==> config.mk <==
export PLATFORM = sky130hd
export DESIGN_NAME = tile_renderer_flat
export DESIGN_NICKNAME = d
export VERILOG_FILES = /design/src/rtl/tile_renderer_if.sv /design/src/rtl/tile_renderer.sv /design/src/flat_wrapper.sv
export SDC_FILE = /design/constraint.sdc
export NUM_CORES = 1
export LEC_CHECK = 0
export CORE_UTILIZATION = 45
export DETAILED_ROUTE_END_ITERATION = 8
export PLACE_DENSITY = 0.75
export SYNTH_ARGS = -nofsm -noshare
export SYNTH_HDL_FRONTEND = slang
export SYNTH_SLANG_ARGS = --single-unit
==> constraint.sdc <==
create_clock -name clock_50 -period 3.5 [get_ports clock_50]
set_input_delay 0.35 -clock clock_50 [delete_from_list [all_inputs] [get_ports clock_50]]
set_output_delay 0.35 -clock clock_50 [all_outputs]
set_load 0.1 [all_outputs]
==> src/rtl/tile_renderer_if.sv <==
// Map RAM read bus between tile_renderer and the game-map RAM.
// map_addr: read address (master drives); map_data: tile code, valid 1 clock later.
interface tile_renderer_if #(
    parameter int ADDR_W = 9,
    parameter int CODE_W = 3
);
    logic [ADDR_W-1:0] map_addr;
    logic [CODE_W-1:0] map_data;

    modport master (
        output map_addr,
        input  map_data
    );

    modport slave (
        input  map_addr,
        output map_data
    );
endinterface

==> src/rtl/tile_renderer.sv <==
// Tile/sprite pixel stage: map lookup, robot overlay, 2-tick aligned RGB/sync.
// Ports: clock_50, reset_key[0] (async low), p_tick, pixel_x/y, video_on,
// hs_in, vs_in, robot_col/row, map_bus (RAM read), vga_r/g/b, vga_hs/vs, vga_blank_n.
module tile_renderer #(
    parameter int TILE_SHIFT = 5,
    parameter int MAP_COLS   = 20,
    parameter int MAP_ROWS   = 15,
    parameter int ADDR_W     = 9,
    parameter int CODE_W     = 3
) (
    input  logic             clock_50,
    input  logic [3:0]       reset_key,
    input  logic             p_tick,
    input  logic [9:0]       pixel_x,
    input  logic [9:0]       pixel_y,
    input  logic             video_on,
    input  logic             hs_in,
    input  logic             vs_in,
    input  logic [4:0]       robot_col,
    input  logic [3:0]       robot_row,
    tile_renderer_if.master  map_bus,
    output logic [7:0]       vga_r,
    output logic [7:0]       vga_g,
    output logic [7:0]       vga_b,
    output logic             vga_hs,
    output logic             vga_vs,
    output logic             vga_blank_n
);

    localparam int CW = 10 - TILE_SHIFT;
    localparam int TS = TILE_SHIFT;

    // Sprite occupies the centre half of the tile (8..23 for 32-pixel tiles).
    localparam logic [TS-1:0] SPR_LO = TS'(1 << (TS - 2));
    localparam logic [TS-1:0] SPR_HI = TS'((1 << TS) - 1 - (1 << (TS - 2)));

    // First line of vertical blanking: robot position is sampled here.
    localparam logic [9:0] VBL_Y = 10'(MAP_ROWS << TS);

    localparam logic [23:0] C_BLACK  = 24'h000000;
    localparam logic [23:0] C_ROBOT  = 24'hFFFF00;
    localparam logic [23:0] C_BORDER = 24'h202020;
    localparam logic [23:0] C_WALL   = 24'h808080;
    localparam logic [23:0] C_CLEAN  = 24'h0040FF;
    localparam logic [23:0] C_DIRTY  = 24'h804000;
    localparam logic [23:0] C_DONE   = 24'h00C000;
    localparam logic [23:0] C_BAD    = 24'hFF00FF;

    typedef struct packed {
        logic [CW-1:0] col;
        logic [CW-1:0] row;
        logic [TS-1:0] ox;
        logic [TS-1:0] oy;
        logic          vid;
        logic          hs;
        logic          vs;
    } s1_t;

    logic rst_n;
    assign rst_n = reset_key[0];

    logic unused_keys;
    assign unused_keys = &{1'b0, reset_key[3:1]};

    // ---- stage 1: tile address and in-tile offsets ----
    logic [CW-1:0] col_c;
    logic [CW-1:0] row_c;
    logic [15:0]   lin_c;
    logic          in_map_c;

    assign col_c    = pixel_x[9:TS];
    assign row_c    = pixel_y[9:TS];
    assign lin_c    = 16'(row_c) * 16'(MAP_COLS) + 16'(col_c);
    assign in_map_c = (col_c < CW'(MAP_COLS)) && (row_c < CW'(MAP_ROWS));

    s1_t s1;

    always_ff @(posedge clock_50 or negedge rst_n) begin
        if (!rst_n) begin
            s1 <= '{col: '0, row: '0, ox: '0, oy: '0,
                    vid: 1'b0, hs: 1'b1, vs: 1'b1};
            map_bus.map_addr <= '0;
        end else if (p_tick) begin
            s1.col <= col_c;
            s1.row <= row_c;
            s1.ox  <= pixel_x[TS-1:0];
            s1.oy  <= pixel_y[TS-1:0];
            s1.vid <= video_on;
            s1.hs  <= hs_in;
            s1.vs  <= vs_in;
            // Never present an address outside the map, even during blanking.
            if (video_on && in_map_c)
                map_bus.map_addr <= ADDR_W'(lin_c);
            else
                map_bus.map_addr <= '0;
        end
    end

    // ---- robot latch: updated once per frame so the sprite never tears ----
    logic [4:0] rob_col;
    logic [3:0] rob_row;

    always_ff @(posedge clock_50 or negedge rst_n) begin
        if (!rst_n) begin
            rob_col <= 5'd31;
            rob_row <= 4'd15;
        end else if (p_tick && pixel_x == 10'd0 && pixel_y == VBL_Y) begin
            rob_col <= robot_col;
            rob_row <= robot_row;
        end
    end

    // ---- stage 2: colour select ----
    logic        rob_ok;
    logic        rob_hit;
    logic        border;
    logic [23:0] rgb_nx;

    assign rob_ok  = (rob_col < 5'(MAP_COLS)) && (rob_row < 4'(MAP_ROWS));
    assign rob_hit = rob_ok
                  && s1.col == CW'(rob_col)
                  && s1.row == CW'(rob_row)
                  && s1.ox >= SPR_LO && s1.ox <= SPR_HI
                  && s1.oy >= SPR_LO && s1.oy <= SPR_HI;
    assign border  = (s1.ox == '0) || (s1.oy == '0);

    always_comb begin
        rgb_nx = C_BLACK;
        if (!s1.vid) begin
            rgb_nx = C_BLACK;
        end else if (rob_hit) begin
            rgb_nx = C_ROBOT;
        end else if (border && map_bus.map_data != '0) begin
            rgb_nx = C_BORDER;
        end else begin
            case (map_bus.map_data)
                CODE_W'(0): rgb_nx = C_BLACK;
                CODE_W'(1): rgb_nx = C_WALL;
                CODE_W'(2): rgb_nx = C_CLEAN;
                CODE_W'(3): rgb_nx = C_DIRTY;
                CODE_W'(4): rgb_nx = C_DONE;
                default:    rgb_nx = C_BAD;
            endcase
        end
    end

    always_ff @(posedge clock_50 or negedge rst_n) begin
        if (!rst_n) begin
            vga_r       <= '0;
            vga_g       <= '0;
            vga_b       <= '0;
            vga_hs      <= 1'b1;
            vga_vs      <= 1'b1;
            vga_blank_n <= 1'b0;
        end else if (p_tick) begin
            vga_r       <= rgb_nx[23:16];
            vga_g       <= rgb_nx[15:8];
            vga_b       <= rgb_nx[7:0];
            vga_hs      <= s1.hs;
            vga_vs      <= s1.vs;
            vga_blank_n <= s1.vid;
        end
    end

endmodule

==> src/flat_wrapper.sv <==
// flat-port wrapper written by rule: the top's interface ports become plain ports
module tile_renderer_flat 
#(
    parameter int TILE_SHIFT = 5,
    parameter int MAP_COLS   = 20,
    parameter int MAP_ROWS   = 15,
    parameter int ADDR_W     = 9,
    parameter int CODE_W     = 3
)
  (clock_50, reset_key, p_tick, pixel_x, pixel_y, video_on, hs_in, vs_in, robot_col, robot_row, vga_r, vga_g, vga_b, vga_hs, vga_vs, vga_blank_n, map_bus_map_addr, map_bus_map_data);
  tile_renderer_if #(.ADDR_W(ADDR_W), .CODE_W(CODE_W)) map_bus_i ();
  input  logic clock_50;
  input  logic [3:0] reset_key;
  input  logic p_tick;
  input  logic [9:0] pixel_x;
  input  logic [9:0] pixel_y;
  input  logic video_on;
  input  logic hs_in;
  input  logic vs_in;
  input  logic [4:0] robot_col;
  input  logic [3:0] robot_row;
  output logic [7:0] vga_r;
  output logic [7:0] vga_g;
  output logic [7:0] vga_b;
  output logic vga_hs;
  output logic vga_vs;
  output logic vga_blank_n;
  output wire logic [$bits(map_bus_i.map_addr)-1:0] map_bus_map_addr;
  input wire logic [$bits(map_bus_i.map_data)-1:0] map_bus_map_data;
  assign map_bus_map_addr = map_bus_i.map_addr;
  assign map_bus_i.map_data = map_bus_map_data;
  tile_renderer #(.TILE_SHIFT(TILE_SHIFT), .MAP_COLS(MAP_COLS), .MAP_ROWS(MAP_ROWS), .ADDR_W(ADDR_W), .CODE_W(CODE_W)) u_core (.clock_50(clock_50), .reset_key(reset_key), .p_tick(p_tick), .pixel_x(pixel_x), .pixel_y(pixel_y), .video_on(video_on), .hs_in(hs_in), .vs_in(vs_in), .robot_col(robot_col), .robot_row(robot_row), .map_bus(map_bus_i), .vga_r(vga_r), .vga_g(vga_g), .vga_b(vga_b), .vga_hs(vga_hs), .vga_vs(vga_vs), .vga_blank_n(vga_blank_n));
endmodule
==> results.md <==
- DP Area: 3500 um^2
- Mapped Avg Cell Area: 12.2 um^2
- Nets: 343
- Vias per cell: 5.49
- Via count: 2014
- Max-slew violation count: 0
- Multi-input logic area: 1270 um^2
- Arrival time of the worst setup path: 2780 ps
- Max VDD drop: 0.252 mV
- Initial antenna violation count: 0
- Max FO, Critical Path: 5
- DR DRC count: 0
- Reg power frac: 0.429
- Max Cap Viol: 0
- Most frequent cells in the layout: clkdlybuf4s50_1 (72), dfrtp_1 (41), mux2_2 (33)
- Combinational power share: 0.317
- Die W: 81.1 um
- Type of the worst min-delay path: primary input to asynchronous set/reset pin
- Final period utilization: 0.737
- Netlist cell types: 48
- Detailed router's first-iteration violation count: 91
- Clock slew at reported path FFs: 100 ps
- PostCTS Resize Cnt: 0
- Total grt overflow: 0
- Post-synth net total: 282
- Clock Tree Buf Depth: 2
- RSZ-0062 raised after global routing: false
- Layout cell share with drive strength beyond 1: 0.223
- H-Tree Depth: 2
- Area of the die: 6570 um^2
- Fin crit period: 2580 ps
- Synth Instances: 230
- Synth top area cells: dfrtp_1 (36%), mux2_2 (13%), dfstp_2 (12%), ha_1 (4.0%), buf_4 (3.7%)
- Worst-Skew Late Latency: 310 ps
- Sw Share: 0.358
- F_max: 388 MHz
- Cell area power density: 458 nW/um^2
- Status: finished, final reports clean
- First-pass GRT wire length: 9.52 mm
- Max_slew headroom: 0.346
- Area leader, netlist: dfrtp_1
- Clk pwr share: 0.254
- Worst slew pin tran: 978 ps
- Cts hold-fix bufs: 0
- Final estimated routing congestion in global placement: 0.791
- Post-synthesis sequential area ratio: 0.486
- Post-synth top area share: 0.365
- DRT Pass-1 Iters: 4
- I/O pin total: 77
- Post-CTS setup buffer count: 0
- Remaining antenna violation count after routing: 0
- CP required: 3700 ps
- Lkg Pwr: 0.00148 uW
- Mapped Area: 2810 um^2
- Cts bufs inserted: 5
- Final hold viol count: 0
- Yosys warning count: 0
- Initial Util: 0.470
- IO buf count: 73
- Overall global routing resource usage: 0.193
- Sw Pwr: 593 uW
- Die H: 81.1 um
- Largest net degree at the start of global routing: 41
- Skew final: 10.7 ps
- # fillers: 502
- WL final: 5.50 mm
- Core Area: 5990 um^2
- CTS sink cnt: 54
- Register area: 1370 um^2
- CP endpoint kind: flip-flop
- Per-cell routed wire length: 15.0 um
- Post-synth EDFFs: 0
- Non-Filler Cell Area, Final: 3610 um^2
- Commonest non-fill, non-tap cell in the layout: clkdlybuf4s50_1
- Post-Route Setup TNS: 0 ps
- Crit path launch type: primary input
- Int Pwr: 1060 uW
- CTS root buf: clkbuf_8
- Worst r2r path cells: 5
- # setup viols final: 0
- Number of global-route vias before repair: 1977
- Area delta synth->final: 28.5%
- Fraction of registers with async set/reset: 1.00
- #FFs+latches synth: 54
- Post-DP HPWL: 4.20 mm
- Top FF cell, synth: dfrtp_1
- Row cnt: 28
- Setup CP Type: primary input to flip-flop
- ANT cells: 0
- CTS tree: yes
==> power groups by stage <==
| stage | clock network (uW) | registers, uW | logic, uW |
|---|---|---|---|
| after floorplan | 0 | 872 | 234 |
| after global placement | 0 | 720 | 519 |
| after detailed placement | 0 | 722 | 527 |
| after CTS | 432 | 711 | 527 |
| after global routing | 459 | 717 | 555 |
| final | 420 | 710 | 524 |
==> area by class of cell <==
class | count | share of cell area
Clock buffer | 6 | 0.0201
Clock inverter | 2 | 0.0104
Inverter | 8 | 0.00831
Multi-Input combinational cell | 147 | 0.352
Sequential cell | 54 | 0.378
Tap cell | 75 | 0.0260
Timing Repair Buffer | 75 | 0.205
==> stage by stage <==
stage,setup slack [ps],cells,utilization,total power [uW],hold WS (ps)
final,921,367,0.603,1650,138
after global routing,751,367,0.603,1730,208
after CTS,920,367,0.603,1670,165
after detailed placement,574,359,0.585,1250,482
after global placement,631,359,0.585,1240,475
after floorplan,1280,230,-,1110,54.4
==> cells by family (layout without fill, tap and decap cells) <==
logic type	after synthesis	in the layout	share of synthesized area
AOI/OAI and AO/OA	40	40	0.108
xor gates and xnor gates	16	16	0.0498
adders and majority gates	11	11	0.0543
buffers and inverters	29	91	0.0618
DFF	54	54	0.486
muxes	35	35	0.139
and+or+nand+nor	45	45	0.101
==> registers in the layout (all words and copies together) (netlist names) <==
name,flops
u_core.vga_r,3
u_core.rob_row,4
u_core.vga_hs,1
u_core.vga_vs,1
u_core.map_bus.map_addr,9
u_core.s1,23
u_core.rob_col,5
u_core.vga_b,3
u_core.vga_g,4
u_core.vga_blank_n,1
==> worst paths after layout <==
kind	endpoint	startpoint	slack [ps]
max in group asynchronous	u_core.rob_col[3]	reset_key[0]	2560
hold / removal	u_core.vga_b[6]	reset_key[0]	140
setup reg to reg	u_core.vga_r[7]	u_core.rob_col[4]	1340
setup / recovery	u_core.map_bus.map_addr[8]	pixel_y[6]	920
min in group clock_50	u_core.vga_g[5]	u_core.vga_g[5]	500
hold reg to reg	u_core.vga_g[5]	u_core.vga_g[5]	500
==> Yosys cell counts, types with 3 or more instances <==
library cell and number:
nor4_1 4, ha_1 9, o2bb2ai_1 3, dfstp_2 13, o22a_1 3, nor2_1 9, nand4_1 4, inv_1 7
nand2_1 5, nor3_1 4, xor2_1 5, a22o_1 10, xnor2_1 11, mux2_2 33, dfrtp_1 41, o21ai_0 6
buf_4 14, a21oi_1 8
==> routing by layer <==
metal,vias to the layer above,wire (um),track usage,part of all wire
met4,0,95,0.0732,0.017
met2,70,2500,0.302,0.45
met3,9,307,0.0315,0.056
met1,990,2600,0.269,0.47
met5,-,0,0,0
li1,945,-,-,-
==> critical path: stages <==
cell	delay, ps
clkdlybuf4s50_1	610
ha_1	290
ha_1	210
inv_1	60
fa_1	450
nor4_1	330
xor2_1	200
xnor2_1	90
a22o_1	190
No activity file was read; power rests on OpenSTA's default activity.
